File: config.mk
export PLATFORM = sky130hd
export DESIGN_NAME = mips_reg_write_arbiter_flat
export DESIGN_NICKNAME = d
export VERILOG_FILES = /design/src/rtl/mips_reg_write_arbiter_pkg.sv /design/src/rtl/mips_reg_write_arbiter_if.sv /design/src/rtl/mips_rr_arbiter.sv /design/src/rtl/mips_reg_write_arbiter.sv /design/src/flat_wrapper.sv
export SDC_FILE = /design/constraint.sdc
export NUM_CORES = 1
export LEC_CHECK = 0
export BUFFER_PORTS_ARGS = -buffer_cell sky130_fd_sc_hd__buf_2
export CAP_MARGIN = 40
export CORE_ASPECT_RATIO = 1.75
export CORE_MARGIN = 3
export CORE_UTILIZATION = 43
export CTS_BUF_LIST = sky130_fd_sc_hd__clkbuf_16
export DETAILED_ROUTE_END_ITERATION = 10
export PLACE_DENSITY = 0.77
export RECOVER_POWER = 25
export SETUP_SLACK_MARGIN = 0.3
export SKIP_LAST_GASP = 1
export SLEW_MARGIN = 10
export SYNTH_ARGS = -nofsm -noshare
export SYNTH_HDL_FRONTEND = slang
export SYNTH_SLANG_ARGS = --single-unit
File: constraint.sdc
create_clock -name clk -period 3.5 [get_ports clk]
set_input_delay 0.175 -clock clk [delete_from_list [all_inputs] [get_ports clk]]
set_output_delay 0.175 -clock clk [all_outputs]
set_load 0.01 [all_outputs]
File: src/rtl/mips_reg_write_arbiter_pkg.sv
// Shared constants, types and helpers for the register-file write-port arbiter.
// These constants match the ones the register file uses, so both sides
// agree on the address and data widths.
package mips_reg_write_arbiter_pkg;

  localparam int REG_ADDR_W = 5;
  localparam int DATA_W     = 32;
  localparam int GRANT_ID_W = 2;

  localparam logic [REG_ADDR_W-1:0] ZERO_REG = 5'd0;

  // One writeback as it is latched toward the register file.
  typedef struct packed {
    logic [REG_ADDR_W-1:0] reg_addr;
    logic [DATA_W-1:0]     data;
  } wb_req_t;

  // Round-robin successor of a granted index, wrapping at num_req-1.
  function automatic logic [GRANT_ID_W-1:0] rr_next(
    input logic [GRANT_ID_W-1:0] idx,
    input int                    num_req
  );
    if (int'(idx) >= num_req - 1) return '0;
    return idx + 2'd1;
  endfunction

endpackage

File: src/rtl/mips_reg_write_arbiter_if.sv
// Bundle of the writeback request bus and the register-file write port.
// The requester side (master) drives requests and watches the write port;
// the arbiter (slave) answers with ready and drives the write port.
interface mips_reg_write_arbiter_if #(
  parameter int NUM_REQ = 2,
  parameter int CNT_W   = 16
);
  import mips_reg_write_arbiter_pkg::*;

  logic                           wr_enable;
  logic [NUM_REQ-1:0]             req_valid;
  logic [REG_ADDR_W*NUM_REQ-1:0]  req_reg;
  logic [DATA_W*NUM_REQ-1:0]      req_data;
  logic [NUM_REQ-1:0]             req_ready;
  logic [REG_ADDR_W-1:0]          write_reg;
  logic [DATA_W-1:0]              write_data;
  logic                           signal_reg_write;
  logic [GRANT_ID_W-1:0]          grant_id;
  logic [CNT_W-1:0]               write_count;

  modport master (
    output wr_enable, req_valid, req_reg, req_data,
    input  req_ready, write_reg, write_data, signal_reg_write, grant_id, write_count
  );

  modport slave (
    input  wr_enable, req_valid, req_reg, req_data,
    output req_ready, write_reg, write_data, signal_reg_write, grant_id, write_count
  );

endinterface

File: src/rtl/mips_rr_arbiter.sv
// Combinational round-robin arbiter: grants the first requester at or above
// the pointer, wrapping around. The pointer itself lives in the parent.
module mips_rr_arbiter
  import mips_reg_write_arbiter_pkg::*;
#(
  parameter int NUM_REQ = 2
) (
  input  logic [NUM_REQ-1:0]    req,
  input  logic                  enable,
  input  logic [GRANT_ID_W-1:0] ptr,
  output logic [NUM_REQ-1:0]    grant,
  output logic [GRANT_ID_W-1:0] grant_idx,
  output logic                  grant_valid
);

  // Walk the requesters in priority order starting at ptr; first hit wins.
  always_comb begin
    grant       = '0;
    grant_idx   = '0;
    grant_valid = 1'b0;
    if (enable) begin
      for (int k = 0; k < NUM_REQ; k++) begin
        for (int i = 0; i < NUM_REQ; i++) begin
          if (!grant_valid && req[i] && (i == ((int'(ptr) + k) % NUM_REQ))) begin
            grant_valid = 1'b1;
            grant[i]    = 1'b1;
            grant_idx   = GRANT_ID_W'(i);
          end
        end
      end
    end
  end

endmodule

File: src/rtl/mips_reg_write_arbiter.sv
// Shares the single register-file write port among NUM_REQ writeback sources.
// One request is accepted per cycle in round-robin order; the winner is
// registered and presented to the register file on the following cycle.
// Writes to $zero are accepted but never strobed or counted.
module mips_reg_write_arbiter
  import mips_reg_write_arbiter_pkg::*;
#(
  parameter int NUM_REQ = 2,
  parameter int CNT_W   = 16
) (
  input logic                     clk,
  input logic                     reset,
  mips_reg_write_arbiter_if.slave bus
);

  logic [GRANT_ID_W-1:0] rr_ptr;
  logic [NUM_REQ-1:0]    grant;
  logic [GRANT_ID_W-1:0] grant_idx;
  logic                  grant_valid;
  wb_req_t               sel_req;
  wb_req_t               wb_q;
  logic                  strobe_q;
  logic [GRANT_ID_W-1:0] grant_id_q;
  logic [CNT_W-1:0]      count_q;

  // Holding off grants while reset is high keeps req_ready at zero then.
  mips_rr_arbiter #(.NUM_REQ(NUM_REQ)) u_rr_arbiter (
    .req         (bus.req_valid),
    .enable      (bus.wr_enable & ~reset),
    .ptr         (rr_ptr),
    .grant       (grant),
    .grant_idx   (grant_idx),
    .grant_valid (grant_valid)
  );

  // Steer the granted requester's register and data toward the output stage.
  always_comb begin
    sel_req = '0;
    for (int i = 0; i < NUM_REQ; i++) begin
      if (grant[i]) begin
        sel_req.reg_addr = bus.req_reg[REG_ADDR_W*i +: REG_ADDR_W];
        sel_req.data     = bus.req_data[DATA_W*i +: DATA_W];
      end
    end
  end

  // Latch the winner, advance the pointer, and raise the strobe for one cycle.
  always_ff @(posedge clk or posedge reset) begin
    if (reset) begin
      rr_ptr     <= '0;
      wb_q       <= '0;
      strobe_q   <= 1'b0;
      grant_id_q <= '0;
    end else if (grant_valid) begin
      rr_ptr     <= rr_next(grant_idx, NUM_REQ);
      wb_q       <= sel_req;
      strobe_q   <= (sel_req.reg_addr != ZERO_REG);
      grant_id_q <= grant_idx;
    end else begin
      strobe_q   <= 1'b0;
    end
  end

  // Count each strobe as it is launched, so the count matches the strobe cycle.
  always_ff @(posedge clk or posedge reset) begin
    if (reset) begin
      count_q <= '0;
    end else if (grant_valid && (sel_req.reg_addr != ZERO_REG) && (count_q != '1)) begin
      count_q <= count_q + CNT_W'(1);
    end
  end

  assign bus.req_ready        = grant;
  assign bus.write_reg        = wb_q.reg_addr;
  assign bus.write_data       = wb_q.data;
  assign bus.signal_reg_write = strobe_q;
  assign bus.grant_id         = grant_id_q;
  assign bus.write_count      = count_q;

endmodule

File: src/flat_wrapper.sv
// flat-port wrapper written by rule: the top's interface ports become plain ports
module mips_reg_write_arbiter_flat import mips_reg_write_arbiter_pkg::*;
#(
  parameter int NUM_REQ = 2,
  parameter int CNT_W   = 16
)
  (clk, reset, bus_wr_enable, bus_req_valid, bus_req_reg, bus_req_data, bus_req_ready, bus_write_reg, bus_write_data, bus_signal_reg_write, bus_grant_id, bus_write_count);
  mips_reg_write_arbiter_if #(.NUM_REQ(NUM_REQ), .CNT_W(CNT_W)) bus_i ();
  input logic clk;
  input logic reset;
  input wire logic [$bits(bus_i.wr_enable)-1:0] bus_wr_enable;
  input wire logic [$bits(bus_i.req_valid)-1:0] bus_req_valid;
  input wire logic [$bits(bus_i.req_reg)-1:0] bus_req_reg;
  input wire logic [$bits(bus_i.req_data)-1:0] bus_req_data;
  output wire logic [$bits(bus_i.req_ready)-1:0] bus_req_ready;
  output wire logic [$bits(bus_i.write_reg)-1:0] bus_write_reg;
  output wire logic [$bits(bus_i.write_data)-1:0] bus_write_data;
  output wire logic [$bits(bus_i.signal_reg_write)-1:0] bus_signal_reg_write;
  output wire logic [$bits(bus_i.grant_id)-1:0] bus_grant_id;
  output wire logic [$bits(bus_i.write_count)-1:0] bus_write_count;
  assign bus_i.wr_enable = bus_wr_enable;
  assign bus_i.req_valid = bus_req_valid;
  assign bus_i.req_reg = bus_req_reg;
  assign bus_i.req_data = bus_req_data;
  assign bus_req_ready = bus_i.req_ready;
  assign bus_write_reg = bus_i.write_reg;
  assign bus_write_data = bus_i.write_data;
  assign bus_signal_reg_write = bus_i.signal_reg_write;
  assign bus_grant_id = bus_i.grant_id;
  assign bus_write_count = bus_i.write_count;
  mips_reg_write_arbiter #(.NUM_REQ(NUM_REQ), .CNT_W(CNT_W)) u_core (.clk(clk), .reset(reset), .bus(bus_i));
endmodule
==> metrics.md <==
| Metric | Value |
|---|---|
| Status | `finished, final reports clean` |
| Sequential area share after synthesis | `54.50%` |
| Cell count after synthesis | `between 200 and 300` |
| Fin. max-slew vios | `0` |
| Least-Margin Pin Slew | `~1.3 ns` |
| Clock skew | `between 0.005 and 0.006 ns` |
| Input/output buffers | `135` |
| R2R setup slack | `1.37 ns` |
| Drt via density | `a little over 5` |
| Count of final setup violators | `0` |
| Chip Width | `64.46 um` |
| Share of cells above drive strength 1 | `a little over a third` |
| Worst-skew pair later-pin latency | `between 0.2 and 0.3 ns` |
| Final core occ | `between 60% and 70%` |
| All-Layer GR Usage | `a little over a fifth` |
| Num ports | `between 100 and 150` |
| Fin nets | `499` |
| Deepest clock path buffer count | `2` |
| Wirelength, routed | `7.122 mm` |
| Register bit total from synthesis | `56` |
| Leakage | `~0.0019 uW` |
| WP data required | `between 3 and 4 ns` |
| Root buffer cell | `clkbuf_16` |
| Relative slew slack | `11.69%` |
| Final setup TNS | `0 ns` |
| Maxcap violations | `0` |
| Peak VDD IR | `roughly 380 uV` |
| Core area | `approximately 5700 sq um` |
| Clock Sinks | `56` |
| Syn_area_per_cell | `about 9 sq um` |
| Yosys top cell area share | `between 50% and 60%` |
| Clk pin slew, worst setup/hold paths | `approximately 0.070 ns` |
| Worst EP arrival | `about 2.4 ns` |
| Hold Fails Final Rpt | `0` |
| EDFF count, synth | `0` |
| RSZ-0062 raised after global routing | `false` |
| Post-CTS Setup Inserts | `0` |
| Post-cts gate resize count | `0` |
| Hold WS | `between 0.07 and 0.08 ns` |
| Synth area leaders | `dfrtp_1 (55%), nand3_1 (16%), nand2_1 (12%)` |
| Worst Path Max Fanout | `40` |
| Fmax | `0.4670 GHz` |
| Mapped cell area | `roughly 2600 sq um` |
| Power Density | `519.1 nW/um^2` |
| Die area | `roughly 7000 sq um` |
| Tmin final | `~2.1 ns` |
| Period utilisation layout | `between 60% and 70%` |
| Vert. Die Dim | `108.3 um` |
| Ys flop type | `dfrtp_1` |
| Grt total ovfl | `0` |
| Max reg flops | `32` |
| Post-synth ARST share | `100.0%` |
| CP Capture Type | `flop` |
| CTS tree | `yes` |
| Initial Util | `a little under half` |
| Vias | `around 2500` |
| Std-Cell Rows | `36` |
| Synth top cells by count | `nand2_1 (83), nand3_1 (83), dfrtp_1 (56)` |
| Routed wire per std cell | `14.36 um` |
| Cell variety after synth | `27` |
| Syn nets | `between 300 and 400` |
| Initial antenna violation count | `0` |
| Worst Path Class, Setup | `in -> reg` |
| Count of warnings emitted by yosys | `0` |
| Type of the worst min-delay path | `in -> reg` |
| Hold buffer count at cts | `0` |
| Ant. Diodes | `0` |
| First-pass DRT Iterations | `5` |
| Area Overhead vs Synth | `34.31%` |
| H-tree level count | `2` |
| First-pass GRT wire length | `between 10 and 15 mm` |
| Starting DRT DRC Count | `188` |
| DR DRC count | `0` |
| Largest net degree at the start of global routing | `just over 40` |
| ANT nets after route | `0` |
| Vias in the first global route | `around 2400` |
| Biggest area consumer among synthesized cells | `dfrtp_1` |
| Final HPWL DP | `between 5 and 6 mm` |
| Setup crit start kind | `primary input` |
| Final GP Congestion | `~0.81` |
| CTS buffer count | `5` |
-- placed cells by master (no fill, tap or decap) --
cell type / instances
a21o_1: 1
and2b_1: 1
and3_1: 2
buf_16: 1
buf_2: 134
buf_4: 2
clkbuf_1: 2
clkbuf_16: 5
clkinv_1: 1
clkinv_2: 2
conb_1: 1
dfrtp_1: 56
ha_1: 1
inv_1: 5
mux2_2: 1
nand2_1: 83
nand2b_1: 1
nand3_1: 83
nand3_2: 1
nand3b_4: 1
nand4_1: 3
nor2_1: 7
nor3_1: 1
nor3_2: 3
nor4_1: 2
o21ai_0: 1
o22a_1: 1
or4_1: 3
xnor2_1: 8
xor2_1: 7
-- cell families (layout without fill, tap and decap cells) --
| logic type | after synthesis | after routing | synth area share [%] |
|---|---|---|---|
| other | 1 | 1 | 0.1458 |
| multiplexers | 1 | 1 | 0.4379 |
| XOR/XNOR | 15 | 15 | 5.110 |
| AO/OA/AOI/OAI | 3 | 3 | 0.8272 |
| flip-flops | 56 | 56 | 54.50 |
| AND/OR/NAND/NOR | 191 | 191 | 34.94 |
| buffers and inverters | 23 | 152 | 3.552 |
| adder cells (fa/ha/maj) | 1 | 1 | 0.4865 |
-- through the flow --
stage	power (uW)	std cells	setup WS, ns	area, sq um
finish	1793	496	1.359	3453
global route	1897	496	1.159	3453
CTS	1815	496	1.345	3458
detailed placement	1333	488	1.021	3319
global placement	1316	487	1.104	3292
floorplan	1102	291	1.655	2571
-- per-layer routing --
layer	vias to the layer above	global-route usage (%)	share of wire, %	wire, um
li1	1223	-	-	-
met1	1167	24.74	38	2720
met2	102	37.06	52	3698
met3	16	4.262	7.6	539
met4	0	7.867	2.3	163
met5	-	0	0	0
-- critical path: stages --
cell and delay (ns):
clkbuf_1 0.09, nand3b_4 0.46, a21o_1 0.33, o22a_1 0.23, or4_1 0.69, nor3_2 0.18
xor2_1 0.18
-- cell type report --
| class | instances | area, sq um |
|---|---|---|
| Tap cell | 76 | 95.09 |
| Clock inverter | 3 | 13.76 |
| Inverter | 5 | 18.77 |
| Clock buffer | 5 | 125.1 |
| Sequential cell | 56 | 1401 |
| Timing Repair Buffer | 139 | 720.7 |
| Fill cell | 538 | 2222 |
| Multi-Input combinational cell | 212 | 1079 |
-- path summary, 6_finish.rpt --
check,start,end,cells after the start
setup / recovery,reset,u_core.bus.write_count[13],7
hold / removal,bus_req_data[13],u_core.bus.write_data[13],3
setup reg to reg,u_core.rr_ptr[0],u_core.bus.write_count[13],6
hold reg to reg,u_core.bus.write_count[7],u_core.bus.write_count[7],1
max in group asynchronous,reset,u_core.bus.write_data[31],3
min in group asynchronous,reset,u_core.bus.write_reg[1],2
-- where the power goes --
group          internal, uW  switching, uW
combinational           207            246
sequential              773           90.0
clock                   260            217
Power figures use the tool's default switching activity.
